==> src/rtl/x_bufgmux_n.sv <==
// Glitch-free N-input clock/waveform mux: waits for the old source to
// go idle, parks for a dead time, then waits for the new source to be idle.
module x_bufgmux_n #(
    parameter int N           = 4,
    parameter int SELW        = 2,
    parameter int INIT_OUT    = 0,
    parameter int PRESELECT   = 0,
    parameter int DEAD_CYCLES = 2,
    parameter int TIMEOUT     = 0
) (
    input  logic            CLK,
    input  logic            RST,
    input  logic [N-1:0]    I,
    input  logic [N-1:0]    CE,
    input  logic [N-1:0]    IGNORE,
    input  logic [SELW-1:0] S,
    output logic            O,
    output logic [N-1:0]    ACTIVE,
    output logic            BUSY,
    output logic            TIMEOUT_ERR
);

    typedef enum logic [2:0] {
        LOCKED,
        PARKED,
        WAIT_OLD,
        DEAD,
        WAIT_NEW
    } state_t;

    localparam logic            INIT    = (INIT_OUT != 0);
    localparam logic            PARK    = (PRESELECT < 0);
    localparam logic [SELW-1:0] PRE_IDX = PARK ? '0 : SELW'(PRESELECT);
    localparam logic [N-1:0]    PRE_ACT = PARK ? '0 : (N'(1) << PRE_IDX);
    localparam logic [SELW:0]   NUM     = (SELW+1)'(N);
    localparam logic [3:0]      DLAST   =
        (DEAD_CYCLES == 0) ? 4'd0 : 4'(DEAD_CYCLES - 1);
    localparam logic [15:0]     TLAST   =
        (TIMEOUT == 0) ? 16'd0 : 16'(TIMEOUT - 1);
    localparam logic            TEN     = (TIMEOUT > 0);

    state_t          state;
    logic [SELW-1:0] cur;
    logic [SELW-1:0] nxt;
    logic            nxt_vld;
    logic [15:0]     wcnt;
    logic [3:0]      dcnt;

    logic            tgt_vld;
    logic            cur_idle;
    logic            nxt_idle;
    logic            expire;

    function automatic logic [N-1:0] onehot(input logic [SELW-1:0] k);
        logic [N-1:0] r;
        r    = '0;
        r[k] = 1'b1;
        return r;
    endfunction

    always_comb begin
        tgt_vld  = ({1'b0, S} < NUM) && CE[S];
        cur_idle = (I[cur] == INIT) || IGNORE[cur];
        nxt_idle = (I[nxt] == INIT) || IGNORE[nxt];
        expire   = TEN && (wcnt == TLAST);
    end

    always_ff @(posedge CLK) begin
        if (RST) begin
            state       <= PARK ? PARKED : LOCKED;
            cur         <= PRE_IDX;
            nxt         <= '0;
            nxt_vld     <= 1'b0;
            wcnt        <= '0;
            dcnt        <= '0;
            O           <= INIT;
            ACTIVE      <= PRE_ACT;
            BUSY        <= 1'b0;
            TIMEOUT_ERR <= 1'b0;
        end else begin
            unique case (state)
                LOCKED: begin
                    O <= I[cur];
                    if (!tgt_vld || S != cur) begin
                        nxt     <= S;
                        nxt_vld <= tgt_vld;
                        wcnt    <= '0;
                        BUSY    <= 1'b1;
                        state   <= WAIT_OLD;
                    end
                end
                PARKED: begin
                    O <= INIT;
                    if (tgt_vld) begin
                        nxt     <= S;
                        nxt_vld <= 1'b1;
                        dcnt    <= '0;
                        BUSY    <= 1'b1;
                        state   <= DEAD;
                    end
                end
                WAIT_OLD: begin
                    if (cur_idle || expire) begin
                        O      <= INIT;
                        ACTIVE <= '0;
                        dcnt   <= '0;
                        state  <= DEAD;
                        if (!cur_idle)
                            TIMEOUT_ERR <= 1'b1;
                    end else begin
                        O    <= I[cur];
                        wcnt <= wcnt + 16'd1;
                    end
                end
                DEAD: begin
                    O <= INIT;
                    if (dcnt == DLAST) begin
                        dcnt  <= '0;
                        wcnt  <= '0;
                        BUSY  <= nxt_vld;
                        state <= nxt_vld ? WAIT_NEW : PARKED;
                    end else begin
                        dcnt <= dcnt + 4'd1;
                    end
                end
                WAIT_NEW: begin
                    O <= INIT;
                    if (nxt_idle || expire) begin
                        cur     <= nxt;
                        ACTIVE  <= onehot(nxt);
                        nxt_vld <= 1'b0;
                        BUSY    <= 1'b0;
                        state   <= LOCKED;
                        if (!nxt_idle)
                            TIMEOUT_ERR <= 1'b1;
                    end else begin
                        wcnt <= wcnt + 16'd1;
                    end
                end
                default: begin
                    O       <= INIT;
                    ACTIVE  <= '0;
                    nxt_vld <= 1'b0;
                    BUSY    <= 1'b0;
                    state   <= PARKED;
                end
            endcase
        end
    end

endmodule

==> config.mk <==
export PLATFORM = sky130hd
export DESIGN_NAME = x_bufgmux_n
export DESIGN_NICKNAME = d
export VERILOG_FILES = /design/src/rtl/x_bufgmux_n.sv
export SDC_FILE = /design/constraint.sdc
export NUM_CORES = 1
export LEC_CHECK = 0
export ABC_AREA = 1
export BUFFER_PORTS_ARGS = -buffer_cell sky130_fd_sc_hd__buf_2
export CORE_ASPECT_RATIO = 0.5
export CORE_MARGIN = 4
export CORE_UTILIZATION = 40
export DETAILED_ROUTE_END_ITERATION = 10
export PLACE_DENSITY = 0.59
export SYNTH_ARGS = -nofsm -noshare
export SYNTH_HDL_FRONTEND = slang
export SYNTH_SLANG_ARGS = --single-unit
export TNS_END_PERCENT = 5
==> constraint.sdc <==
create_clock -name CLK -period 3.65 [get_ports CLK]
set_input_delay 0.1825 -clock CLK [delete_from_list [all_inputs] [get_ports CLK]]
set_output_delay 0.1825 -clock CLK [all_outputs]
set_load 0.005 [all_outputs]
==> impl_summary.log, run 1 <==
INFO  metric routed-via-count = between 1000 and 1500
INFO  metric drive_above_1_share = 0.2814
INFO  metric placement.io_buffers = 21
INFO  metric post_synthesis_simple_gate_area_fraction = 0.4995
INFO  metric synth_enable_flop_cells = 0
INFO  metric yosysWarningCount = 0
INFO  metric n_fill_cell = about 260
INFO  metric floorplan.die.width = between 80 and 90 um
INFO  metric rr_worst_depth = 11
INFO  metric first_pass_iters = 4
INFO  metric cpMostUsedCell = nand2_1
INFO  metric floorplan.initialDensity = 0.4439
INFO  metric worstSetupPathType = register to register
INFO  metric chipHeight = around 47 um
INFO  metric cts_post_setup_buffers_inserted = 0
INFO  metric globalRouteTotalUtil = 0.1459
INFO  metric holdCritPathClass = input port to register
INFO  metric num_io_pins = 23
INFO  metric peakVddDrop = about 0.40 mV
INFO  metric syn-cell-area = about 1200 um2
INFO  metric clock_latency_reported_for_the_late_side_of_the_worst_skew_pair = ~0.25 ns
INFO  metric number_of_buffer_and_inverter_instances_along_the_worst_setup_path = 1
INFO  metric sequential_fraction_of_the_synthesis_area = 0.2936
INFO  metric timing.setup.tns = 0 ns
INFO  metric path_depth = 11
INFO  metric drt_iter0_markers = between 50 and 60
INFO  metric r2r_setup_slack = ~2.1 ns
INFO  metric placementRows = 13
INFO  metric post_synth_fa_ha_maj_area_fraction = 0.02039
INFO  metric final_min_period_over_clock_period = 0.4200
INFO  metric maxcap_viol_count = 0
INFO  metric tritoncts = built
INFO  metric via_count_normalized_by_instance_count = around 4.9
INFO  metric crit_path_cell_trace = inv_4, nand2_1, nand2_1, nand2_1, nand2_2, nand3_4, nand2_4, nor2_4, nand3_1, nand2_1, nor2_1
INFO  metric cts_hold_repair.buffers = 0
INFO  metric number_of_global_route_vias_before_repair = ~1100
INFO  metric clock_tree.root_cell = clkbuf_8
INFO  metric grt_residual_overflow = 0
INFO  metric floorplan.die_area = 4073 um2
INFO  metric synth_top_cell_area_share = 0.2936
INFO  metric drc_errors = 0
INFO  metric core-area = 2765 um2
INFO  metric final_nets = between 200 and 250
INFO  metric crit_path_start_kind = register
INFO  metric yosysUniqueCellTypes = 30
INFO  metric finalHoldWorstSlack = 0.2136 ns
INFO  metric final.setup_skew = ~0.0022 ns
INFO  metric gate_family_responsible_for_the_most_delay_along_the_worst_path = simple AND/OR/NAND/NOR gates
INFO  metric critPathCaptureType = register
INFO  metric area_fraction_in_compound_gates_after_synthesis = 0.1091
INFO  metric dominantRegCellSynth = dfxtp_1
INFO  metric cts-buffers-inserted = 3
INFO  metric timing.final.hold_violations = 0
INFO  metric finalWorstPathRequiredPeriod = about 1.5 ns
INFO  metric synth_area_leader_cell = dfxtp_1
INFO  metric global_route_wire_length_before_repair = between 4000 and 5000 um
INFO  metric routabilityCongestion = around 0.82
INFO  metric grt_setup_unrepaired = false
INFO  metric syn_avg_cell_area = slightly below 7 um2
INFO  metric cellLeakagePower = 0.6492 nW
INFO  metric count_of_mapped_cells_out_of_synthesis = approximately 180
INFO  metric hold-path-cell-count = 2
INFO  metric worst_setup_hold_path_clk_slew = about 0.07 ns
INFO  metric synth.cells.most_frequent = nand2_1, dfxtp_1, a21oi_1
INFO  metric ys_top_cells_by_area = dfxtp_1, nand2_1, a21oi_1
INFO  metric largest_buffer_count_on_any_clock_path = 2
INFO  metric max_freq = between 600 and 700 MHz
INFO  metric result_of_the_run = finished, final reports clean
INFO  metric p_per_area = 712.7 nW/um2
INFO  metric synthXorXnorAreaFrac = 0.01427
INFO  metric antenna_left = 0
INFO  metric syn_nets = about 200
INFO  metric maxSlewViolCount = 0
INFO  metric postCtsResizedCells = 0
INFO  metric synth.ff_latch_count = 18
INFO  metric cp_max_fo = 8
INFO  metric clock_sinks = 18
INFO  metric dp_hpwl = roughly 2100 um
INFO  metric slowest_stage = dfxtp_1
INFO  metric drt-total-wl = 2707 um
INFO  metric largest_net_degree_at_the_start_of_global_routing = 11
INFO  metric yosys.cell_count.top_type = nand2_1
INFO  metric timing.critical_path.required = around 3.8 ns
INFO  metric antenna_violations_before_repair = 0
INFO  metric synth_top_family_by_area = simple AND/OR/NAND/NOR gates
INFO  metric async_reset_ff_frac = 0
INFO  metric critical_path_arrival = 1.68 ns
INFO  metric htree_levels = 1
INFO  metric drt-wirelength-per-cell = around 11 um
INFO  metric layout-area-overhead-vs-synth = 13.86%
INFO  metric mux_contribution_to_synthesized_area = 0
INFO  metric finalSetupViolations = 0
INFO  metric cp_slowest_stage_delay = around 0.55 ns
INFO  metric antenna_cells_inserted = 0
## sequential cells by signal, summed over array words and instances (netlist names)
register and cells:
dcnt 4, ACTIVE 4, cur 2, state 3, nxt 2, BUSY 1
nxt_vld 1, O 1
## worst paths after layout
check             from   endpoint
max             nxt[0]   state[2]
min                RST    dcnt[2]
max reg2reg     nxt[0]   state[2]
min reg2reg  ACTIVE[1]  ACTIVE[1]
## worst reg2reg max path, delay by kind of cell (launching register included)
family / cells / cell delay (ns)
flip-flops: 1 / 0.55
buffers and inverters: 1 / 0.09
AND/OR/NAND/NOR: 10 / 0.79
## final cells by class
class | count | area (um2) | area share
Tap cell | 37 | 46.29 | 0.03312
Sequential cell | 18 | 360.3 | 0.2578
Inverter | 13 | 51.30 | 0.03671
Multi-Input combinational cell | 144 | 793.3 | 0.5676
Timing Repair Buffer | 21 | 105.1 | 0.07520
Clock buffer | 3 | 41.29 | 0.02954
## through the flow
step                      instances  instance area (um2)  total power (W)    util  worst slack (ns)
after CTS                       236                 1398         0.001001  0.5054             2.124
after global routing            236                 1398         0.001089  0.5054             1.995
after floorplan                 178                 1227        0.0007584       -             2.395
after global placement          233                 1356        0.0008624  0.4905             2.197
final                           236                 1398        0.0009961  0.5054             2.117
after detailed placement        233                 1356        0.0008600  0.4905             2.150
## power breakdown
group          total [W]  internal [W]  switching [W]  leakage [nW]
Clock           0.000136     0.0000732      0.0000627        0.0216
Combinational   0.000549      0.000194       0.000356         0.480
Sequential      0.000311      0.000248      0.0000631         0.147
## routing by layer
metal,part of all wire,vias up,track usage
li1,-,629,-
met1,0.50,486,0.1977
met2,0.42,37,0.2310
met3,0.083,2,0.04553
met4,0.0037,0,0.03416
met5,0,-,0
## cells by family (layout without fill, tap and decap cells)
| logic type | count (synthesis) | count (layout) |
|---|---|---|
| AO/OA/AOI/OAI | 26 | 26 |
| buffers and inverters | 16 | 37 |
| adder cells (fa/ha/maj) | 2 | 2 |
| XOR/XNOR | 2 | 2 |
| other | 1 | 1 |
| AND/OR/NAND/NOR | 113 | 113 |
| flip-flops | 18 | 18 |
## placed cells by master (no fill, tap or decap), types with 3 or more instances in the layout
master | Yosys | final
nand4_1 | 3 | 3
nand2_1 | 52 | 52
inv_2 | 7 | 7
nand2_4 | 3 | 3
o21ai_1 | 6 | 6
nand3_2 | 6 | 6
nand2_2 | 5 | 5
inv_1 | 4 | 4
nor2_1 | 15 | 15
a21oi_1 | 17 | 17
buf_2 | 0 | 21
dfxtp_1 | 18 | 18
nor2_2 | 3 | 3
nand3_1 | 16 | 16
clkbuf_8 | 0 | 3
No activity file was read; power rests on OpenSTA's default activity.
==> run 2: changes to the inputs <==
ABC_AREA = 0   (was 1)
CORE_ASPECT_RATIO = not set   (was 0.5)
PLACE_DENSITY = 0.62   (was 0.59)
clock period = 1.35 ns   (was 3.65 ns; I/O delays follow)
==> run 2 against run 1 <==
The run now ends with negative setup slack left. Maximum frequency is 13% lower. Total power is 26% higher. Sequential power is 88% higher. Wire length is 4.5% lower. Global-route usage is 1.7 points higher. Non-clock buffer count is 29 higher. Clock skew is 0.0022 ns higher. Via count is 9.5% lower. Combinational power is 41% lower. Die area is 15% lower. Highest routed layer unchanged. Design area is 3.6% higher. Final cell count is 17% lower.
==> impl_summary.log, run 2 <==
INFO  metric power.net_switching = 0.0003552 W (-26%)
INFO  metric synth.ff_latch_count = 18 (unchanged)
INFO  metric slowest_stage = mux4_2
INFO  metric dp_hpwl = 2000 um (-6.4%)
INFO  metric final_nets = 184 (-16%)
INFO  metric yosysUniqueCellTypes = 40 (+33%)
INFO  metric crit_path_cell_trace = mux4_2, nor2b_4, or3_4, a311o_1
INFO  metric worstSetupPathType = register to register
INFO  metric path_depth = 4 (-7)
INFO  metric maxcap_viol_count = 0 (unchanged)
INFO  metric fin_util = 0.5843 (+0.07891)
INFO  metric holdCritPathClass = input port to register
INFO  metric floorplan.die_area = 3465 um2 (-15%)
INFO  metric routabilityCongestion = 0.9155 (+12%)
INFO  metric global_route_wire_length_before_repair = 4409 um (-6.2%)
INFO  metric synth_top_family_by_area = simple AND/OR/NAND/NOR gates
INFO  metric clock_tree.root_cell = clkbuf_4
INFO  metric number_of_buffer_and_inverter_instances_along_the_worst_setup_path = 0 (-1)
INFO  metric synthXorXnorAreaFrac = 0.01693 (+0.002658)
INFO  metric syn-cell-area = 1035 um2 (-16%)
INFO  metric layout.cells.most_common = buf_4
INFO  metric placement.io_buffers = 21 (unchanged)
INFO  metric rr_worst_depth = 4 (-7)
INFO  metric cts-buffers-inserted = 3 (unchanged)
INFO  metric yosysWarningCount = 0 (unchanged)
INFO  metric syn_nets = 136 (-31%)
INFO  metric gate_family_responsible_for_the_most_delay_along_the_worst_path = multiplexers
INFO  metric via_count_normalized_by_instance_count = 5.354 (+9.5%)
INFO  metric peakVddDrop = 0.5394 mV (+36%)
INFO  metric commonest_cells_after_routing_fill_and_taps_aside = buf_4, buf_2, dfxtp_1
INFO  metric worst_setup_hold_path_clk_slew = 0.11 ns (+0.04 ns)
INFO  metric chipHeight = 58.86 um (+25%)
INFO  metric placementRows = 18 (+5)
INFO  metric dominantRegCellSynth = dfxtp_1
INFO  metric antenna_left = 0 (unchanged)
INFO  metric core-area = 2477 um2 (-10%)
INFO  metric timing.critical_path.required = 1.55 ns (-2.25 ns)
INFO  metric cp_max_fo = 4 (-4)
INFO  metric crit_path_start_kind = register
INFO  metric sequential_fraction_of_the_synthesis_area = 0.3482 (+0.05467)
INFO  metric synth_enable_flop_cells = 0 (unchanged)
INFO  metric layout-area-overhead-vs-synth = 39.90%
INFO  metric pre_cts_ws = -0.4047 ns (-2.555 ns)
INFO  metric synth_area_leader_cell = dfxtp_1
INFO  metric count_of_mapped_cells_out_of_synthesis = 118 (-34%)
INFO  metric netSwitchingFraction = 0.2831 (-0.2001)
INFO  metric mux_contribution_to_synthesized_area = 0.1306 (+0.1306)
INFO  metric final-instance-count-excl-fill = 195 (-17%)
INFO  metric cellLeakagePower = 0.6326 nW (-2.6%)
INFO  metric ys_top_cells_by_area = dfxtp_1, mux4_2, a21oi_1
INFO  metric largest_net_degree_at_the_start_of_global_routing = 21 (+10)
INFO  metric drt_iter0_markers = 31 (-42%)
INFO  metric num_io_pins = 23 (unchanged)
INFO  metric antenna_violations_before_repair = 0 (unchanged)
INFO  metric postLayoutSetupSlackWorst = -0.4044 ns (-2.521 ns)
INFO  metric maxSlewViolCount = 0 (unchanged)
INFO  metric synth.cells.most_frequent = dfxtp_1, nor2_1, a21oi_1
INFO  metric clock_sinks = 18 (unchanged)
INFO  metric async_reset_ff_frac = 0 (unchanged)
INFO  metric critPathCaptureType = register
INFO  metric p_per_area = 866.5 nW/um2 (+22%)
INFO  metric clock_latency_reported_for_the_late_side_of_the_worst_skew_pair = 0.30 ns (+0.05 ns)
INFO  metric finalHoldWorstSlack = 0.1314 ns (-0.08213 ns)
INFO  metric drt-total-wl = 2584 um (-4.5%)
INFO  metric yosys.cell_count.top_type = dfxtp_1
INFO  metric finalWorstPathRequiredPeriod = 1.754 ns (+0.2214 ns)
INFO  metric cp_slowest_stage_delay = 0.51 ns (-0.04 ns)
INFO  metric tritoncts = built
INFO  metric post_synthesis_simple_gate_area_fraction = 0.2781 (-0.2214)
INFO  metric dp_cells = 189 (-19%)
INFO  metric clock_power_share = 0.276 (+0.140)
INFO  metric p_comb_frac = 0.258 (-0.293)
INFO  metric final.setup_skew = 0.004390 ns (+0.002152 ns)
INFO  metric drt-wirelength-per-cell = 13.25 um (+16%)
INFO  metric antenna_cells_inserted = 0 (unchanged)
INFO  metric first_pass_iters = 4 (unchanged)
INFO  metric routed-via-count = 1044 (-9.5%)
INFO  metric syn_avg_cell_area = 8.769 um2 (+27%)
INFO  metric largest_registers_in_the_final_layout = ACTIVE x4, dcnt x4, state x3
INFO  metric max_freq = 570.0 MHz (-13%)
INFO  metric largest_buffer_count_on_any_clock_path = 2 (unchanged)
INFO  metric post_synth_fa_ha_maj_area_fraction = 0.02418 (+0.003796)
INFO  metric finalSetupViolations = 14 (+14)
INFO  metric area_fraction_in_compound_gates_after_synthesis = 0.1487 (+0.03966)
INFO  metric timing.final.hold_violations = 0 (unchanged)
INFO  metric number_of_global_route_vias_before_repair = 1040 (-1.6%)
INFO  metric timing.setup.tns = -3.266 ns (-3.266 ns)
INFO  metric critical_path_arrival = 1.95 ns (+0.27 ns)
INFO  metric floorplan.initialDensity = 0.4177 (-0.02621)
INFO  metric final_min_period_over_clock_period = 1.300 (+0.8796)
INFO  metric floorplan.die.width = 58.86 um (-32%)
INFO  metric cts_hold_repair.buffers = 0 (unchanged)
INFO  metric drc_errors = 0 (unchanged)
INFO  metric internal_power = 0.0008992 W (+75%)
INFO  metric htree_levels = 1 (unchanged)
INFO  metric violations_in_the_final_reports = negative setup slack
INFO  metric seqPwrFrac = 0.466 (+0.154)
INFO  metric hold-path-cell-count = 4 (+2)
INFO  metric result_of_the_run = complete, but fails checks
INFO  metric grt_setup_unrepaired = true
INFO  metric globalRouteTotalUtil = 0.1631 (+0.01723)
INFO  metric drive_above_1_share = 0.4424 (+0.1610)
INFO  metric grt_residual_overflow = 0 (unchanged)
INFO  metric synth_top_cell_area_share = 0.3482 (+0.05467)
-- run 2: cell count changes in the layout (fill, tap and decap cells not counted), sizes merged, moves of 3 or more --
cell    before  now
a21oi       17   11
nand2b       0    7
nand3       24    9
mux2i        0    3
nand2       60    8
mux4         0    4
o21ai        9    3
or3          0    3
buf         21   50
nor2        21   12
inv         12    3
-- run 2: logic make-up after synthesis --
kind of cell | after synthesis
flops | 18
fa+ha+maj | 2
mux | 8
compound gates | 24
buf+inv | 10
xor+xnor | 2
simple gates | 53
other cells | 1
-- run 2: per-layer routing --
| metal | routed length, um | vias to the layer above | track usage |
|---|---|---|---|
| li1 | - | 521 | - |
| met1 | 1231 | 478 | 0.2206 |
| met2 | 1186 | 39 | 0.2634 |
| met3 | 134 | 6 | 0.02851 |
| met4 | 32 | 0 | 0.05178 |
| met5 | 0 | - | 0 |
-- run 2: worst reg2reg max path: cells and delay by family, from the launching register on --
family,cells,cell delay [ns]
compound gates,1,0.27
flops,1,0.38
mux,1,0.51
simple gates,2,0.49
-- run 2: layout make-up --
type,instances,area [um2]
well taps,30,37.54
multi-input cells,90,663.1
inverters,3,11.26
repair buffers,50,334.1
fillers,240,1030
clock buffers,4,36.28
flip-flops and latches,18,365.4
-- run 2: through the flow --
| step | instance area (um2) | power, W |
|---|---|---|
| 2_1_floorplan | 1036 | 0.0007695 |
| 4_1_cts | 1430 | 0.001260 |
| 5_1_grt | 1448 | 0.001315 |
| 6_report | 1448 | 0.001254 |
| 3_3_place_gp | 1341 | 0.0008926 |
| 3_5_place_dp | 1341 | 0.0008958 |
-- run 2: worst paths after layout --
check / from / slack, ns / end
hold reg to reg: BUSY / 0.48 / BUSY
setup / recovery: cur[0] / -0.40 / ACTIVE[0]
hold / removal: S[1] / 0.13 / nxt[1]
setup reg to reg: cur[0] / -0.40 / ACTIVE[0]
-- run 2: repair_timing --
action,4_1_cts,5_1_grt
resized for setup,12,3
setup endpoints to repair,16,17
pin swaps,6,0
hold endpoints to repair,0,0
buffers inserted,1,1
-- run 2: power by group through the flow --
stage	sequential (W)	combinational, W	clock [W]
2_1_floorplan	0.000594	0.000175	0
5_1_grt	0.000587	0.000354	0.000374
3_3_place_gp	0.000595	0.000298	0
3_5_place_dp	0.000595	0.000300	0
6_report	0.000584	0.000324	0.000346
4_1_cts	0.000584	0.000318	0.000358
==> run 3: changes to the inputs <==
CORE_UTILIZATION = 47   (was 40)
PLACE_DENSITY = 0.72   (was 0.62)
==> run 3 against run 2 <==
The flow still finishes with violations (negative setup slack). Combinational power up 4%. Critical endpoint unchanged. Die area decreased by 13%. Clock-buffer cell count stayed put.
==> impl_summary.log, run 3 (synthesized netlist as in run 2, its figures left out) <==
INFO  metric cts-buffers-inserted = 3 (unchanged)
INFO  metric final_nets = 181 (-1.6%)
INFO  metric worst_setup_hold_path_clk_slew = 0.11 ns (about the same)
INFO  metric placement.io_buffers = 21 (unchanged)
INFO  metric drive_above_1_share = 0.4815 (+0.03906)
INFO  metric largest_net_degree_at_the_start_of_global_routing = 21 (unchanged)
INFO  metric max_freq = 563.1 MHz (-1.2%)
INFO  metric result_of_the_run = complete, but fails checks
INFO  metric timing.setup.tns = -3.681 ns (-0.4146 ns)
INFO  metric postLayoutSetupSlackWorst = -0.4258 ns (-0.02138 ns)
INFO  metric drt_iter0_markers = 19 (-39%)
INFO  metric layout-area-overhead-vs-synth = 40.27%
INFO  metric routabilityCongestion = 0.8810 (-3.8%)
INFO  metric finalSetupViolations = 15 (+1)
INFO  metric maxSlewViolCount = 0 (unchanged)
INFO  metric finalHoldWorstSlack = 0.1170 ns (-0.01446 ns)
INFO  metric timing.critical_path.required = 1.55 ns (about the same)
INFO  metric number_of_global_route_vias_before_repair = 1056 (+1.5%)
INFO  metric commonest_cells_after_routing_fill_and_taps_aside = buf_4, buf_2, dfxtp_1
INFO  metric final_min_period_over_clock_period = 1.315 (+0.01584)
INFO  metric worstSetupPathType = register to register
INFO  metric n_fill_cell = 154 (-36%)
INFO  metric clock_sinks = 18 (unchanged)
INFO  metric finish.instance_area = 1451 um2 (+0.26%)
INFO  metric critical_path_arrival = 1.97 ns (+0.02 ns)
INFO  metric floorplan.die.width = 54.92 um (-6.7%)
INFO  metric p_per_area = 874.5 nW/um2 (+0.93%)
INFO  metric dp_hpwl = 2065 um (+3.2%)
INFO  metric antenna_violations_before_repair = 0 (unchanged)
INFO  metric clock_tree.root_cell = clkbuf_4
INFO  metric antenna_left = 0 (unchanged)
INFO  metric cellLeakagePower = 0.6253 nW (-1.2%)
INFO  metric cp_max_fo = 4 (unchanged)
INFO  metric via_count_normalized_by_instance_count = 5.635 (+5.2%)
INFO  metric cts_hold_repair.buffers = 0 (unchanged)
INFO  metric placementRows = 16 (-2)
INFO  metric final.setup_skew = 0.006440 ns (+0.002050 ns)
INFO  metric grt_setup_unrepaired = true
INFO  metric pre_cts_ws = -0.4152 ns (-0.01054 ns)
INFO  metric violations_in_the_final_reports = negative setup slack
INFO  metric num_io_pins = 23 (unchanged)
INFO  metric peakVddDrop = 0.7315 mV (+36%)
INFO  metric drt-wirelength-per-cell = 14.77 um (+11%)
INFO  metric floorplan.initialDensity = 0.5118 (+0.09408)
INFO  metric first_pass_iters = 4 (unchanged)
INFO  metric antenna_cells_inserted = 0 (unchanged)
INFO  metric largest_registers_in_the_final_layout = ACTIVE x4, dcnt x4, state x3
INFO  metric global_route_wire_length_before_repair = 4588 um (+4.1%)
INFO  metric area.sequential = 366.6 um2 (+0.34%)
INFO  metric floorplan.die_area = 3016 um2 (-13%)
INFO  metric holdCritPathClass = input port to register
INFO  metric largest_buffer_count_on_any_clock_path = 2 (unchanged)
INFO  metric globalRouteTotalUtil = 0.2199 (+0.05680)
INFO  metric finalWorstPathRequiredPeriod = 1.776 ns (+0.02138 ns)
INFO  metric drc_errors = 0 (unchanged)
INFO  metric placedInstanceArea = 1323 um2 (-1.4%)
INFO  metric crit_path_start_kind = register
INFO  metric maxcap_viol_count = 0 (unchanged)
INFO  metric htree_levels = 1 (unchanged)
INFO  metric routed-via-count = 1065 (+2.0%)
INFO  metric multi_input_comb_area = 695.7 um2 (+4.9%)
INFO  metric drt-total-wl = 2792 um (+8.0%)
INFO  metric critPathCaptureType = register
INFO  metric layout.cells.most_common = buf_4
INFO  metric tritoncts = built
INFO  metric core-area = 2022 um2 (-18%)
INFO  metric timing.final.hold_violations = 0 (unchanged)
INFO  metric chipHeight = 54.92 um (-6.7%)
INFO  metric fin_util = 0.7178 (+0.1335)
INFO  metric grt_residual_overflow = 0 (unchanged)
INFO  metric clock_latency_reported_for_the_late_side_of_the_worst_skew_pair = 0.30 ns (about the same)
[run 3: per-stage QoR]
step	total power (W)	std cells
detailed placement	0.0009041	184
global route	0.001335	189
CTS	0.001265	189
global placement	0.0008952	184
floorplan	0.0007695	118
finish	0.001269	189
[run 3: timing repair]
item,in CTS,in global routing
resized for setup,16,7
setup endpoints to repair,16,17
pin swaps,4,2
buffers inserted,1,0
[run 3: power breakdown]
part / internal [W] / total, W / leakage [nW] / switching, W
clock network: 0.000165 / 0.000341 / 0.0210 / 0.000177
registers: 0.000563 / 0.000591 / 0.149 / 0.0000276
logic: 0.000180 / 0.000337 / 0.455 / 0.000157
total: 0.000908 / 0.00127 / 0.625 / 0.000362
[run 3: layout make-up]
| class | instances | share of cell area |
|---|---|---|
| Clock buffer | 4 | 0.02500 |
| Multi-Input combinational cell | 90 | 0.4793 |
| Inverter | 3 | 0.007759 |
| Tap cell | 27 | 0.02328 |
| Timing Repair Buffer | 47 | 0.2121 |
| Sequential cell | 18 | 0.2526 |
[run 3: worst max-delay path, cell delays in order (launching register included)]
cell and delay [ns]:
dfxtp_2 0.37, mux4_2 0.52, nor2b_4 0.15, or3_4 0.35
a311o_1 0.27
[run 3: final timing paths]
check / from / end / slack [ns] / cells past startpoint
setup reg to reg: cur[0] / ACTIVE[0] / -0.43 / 4
setup / recovery: cur[0] / ACTIVE[0] / -0.43 / 4
hold / removal: S[1] / nxt[1] / 0.12 / 4
hold reg to reg: ACTIVE[3] / ACTIVE[3] / 0.48 / 2
[run 3: layer usage]
metal  vias up  global-route usage  part of all wire
li1        520                   -                 -
met1       492              0.2525              0.41
met2        44              0.3681              0.49
met3         9             0.05630             0.072
met4         0              0.1255             0.023
met5         -                   0                 0
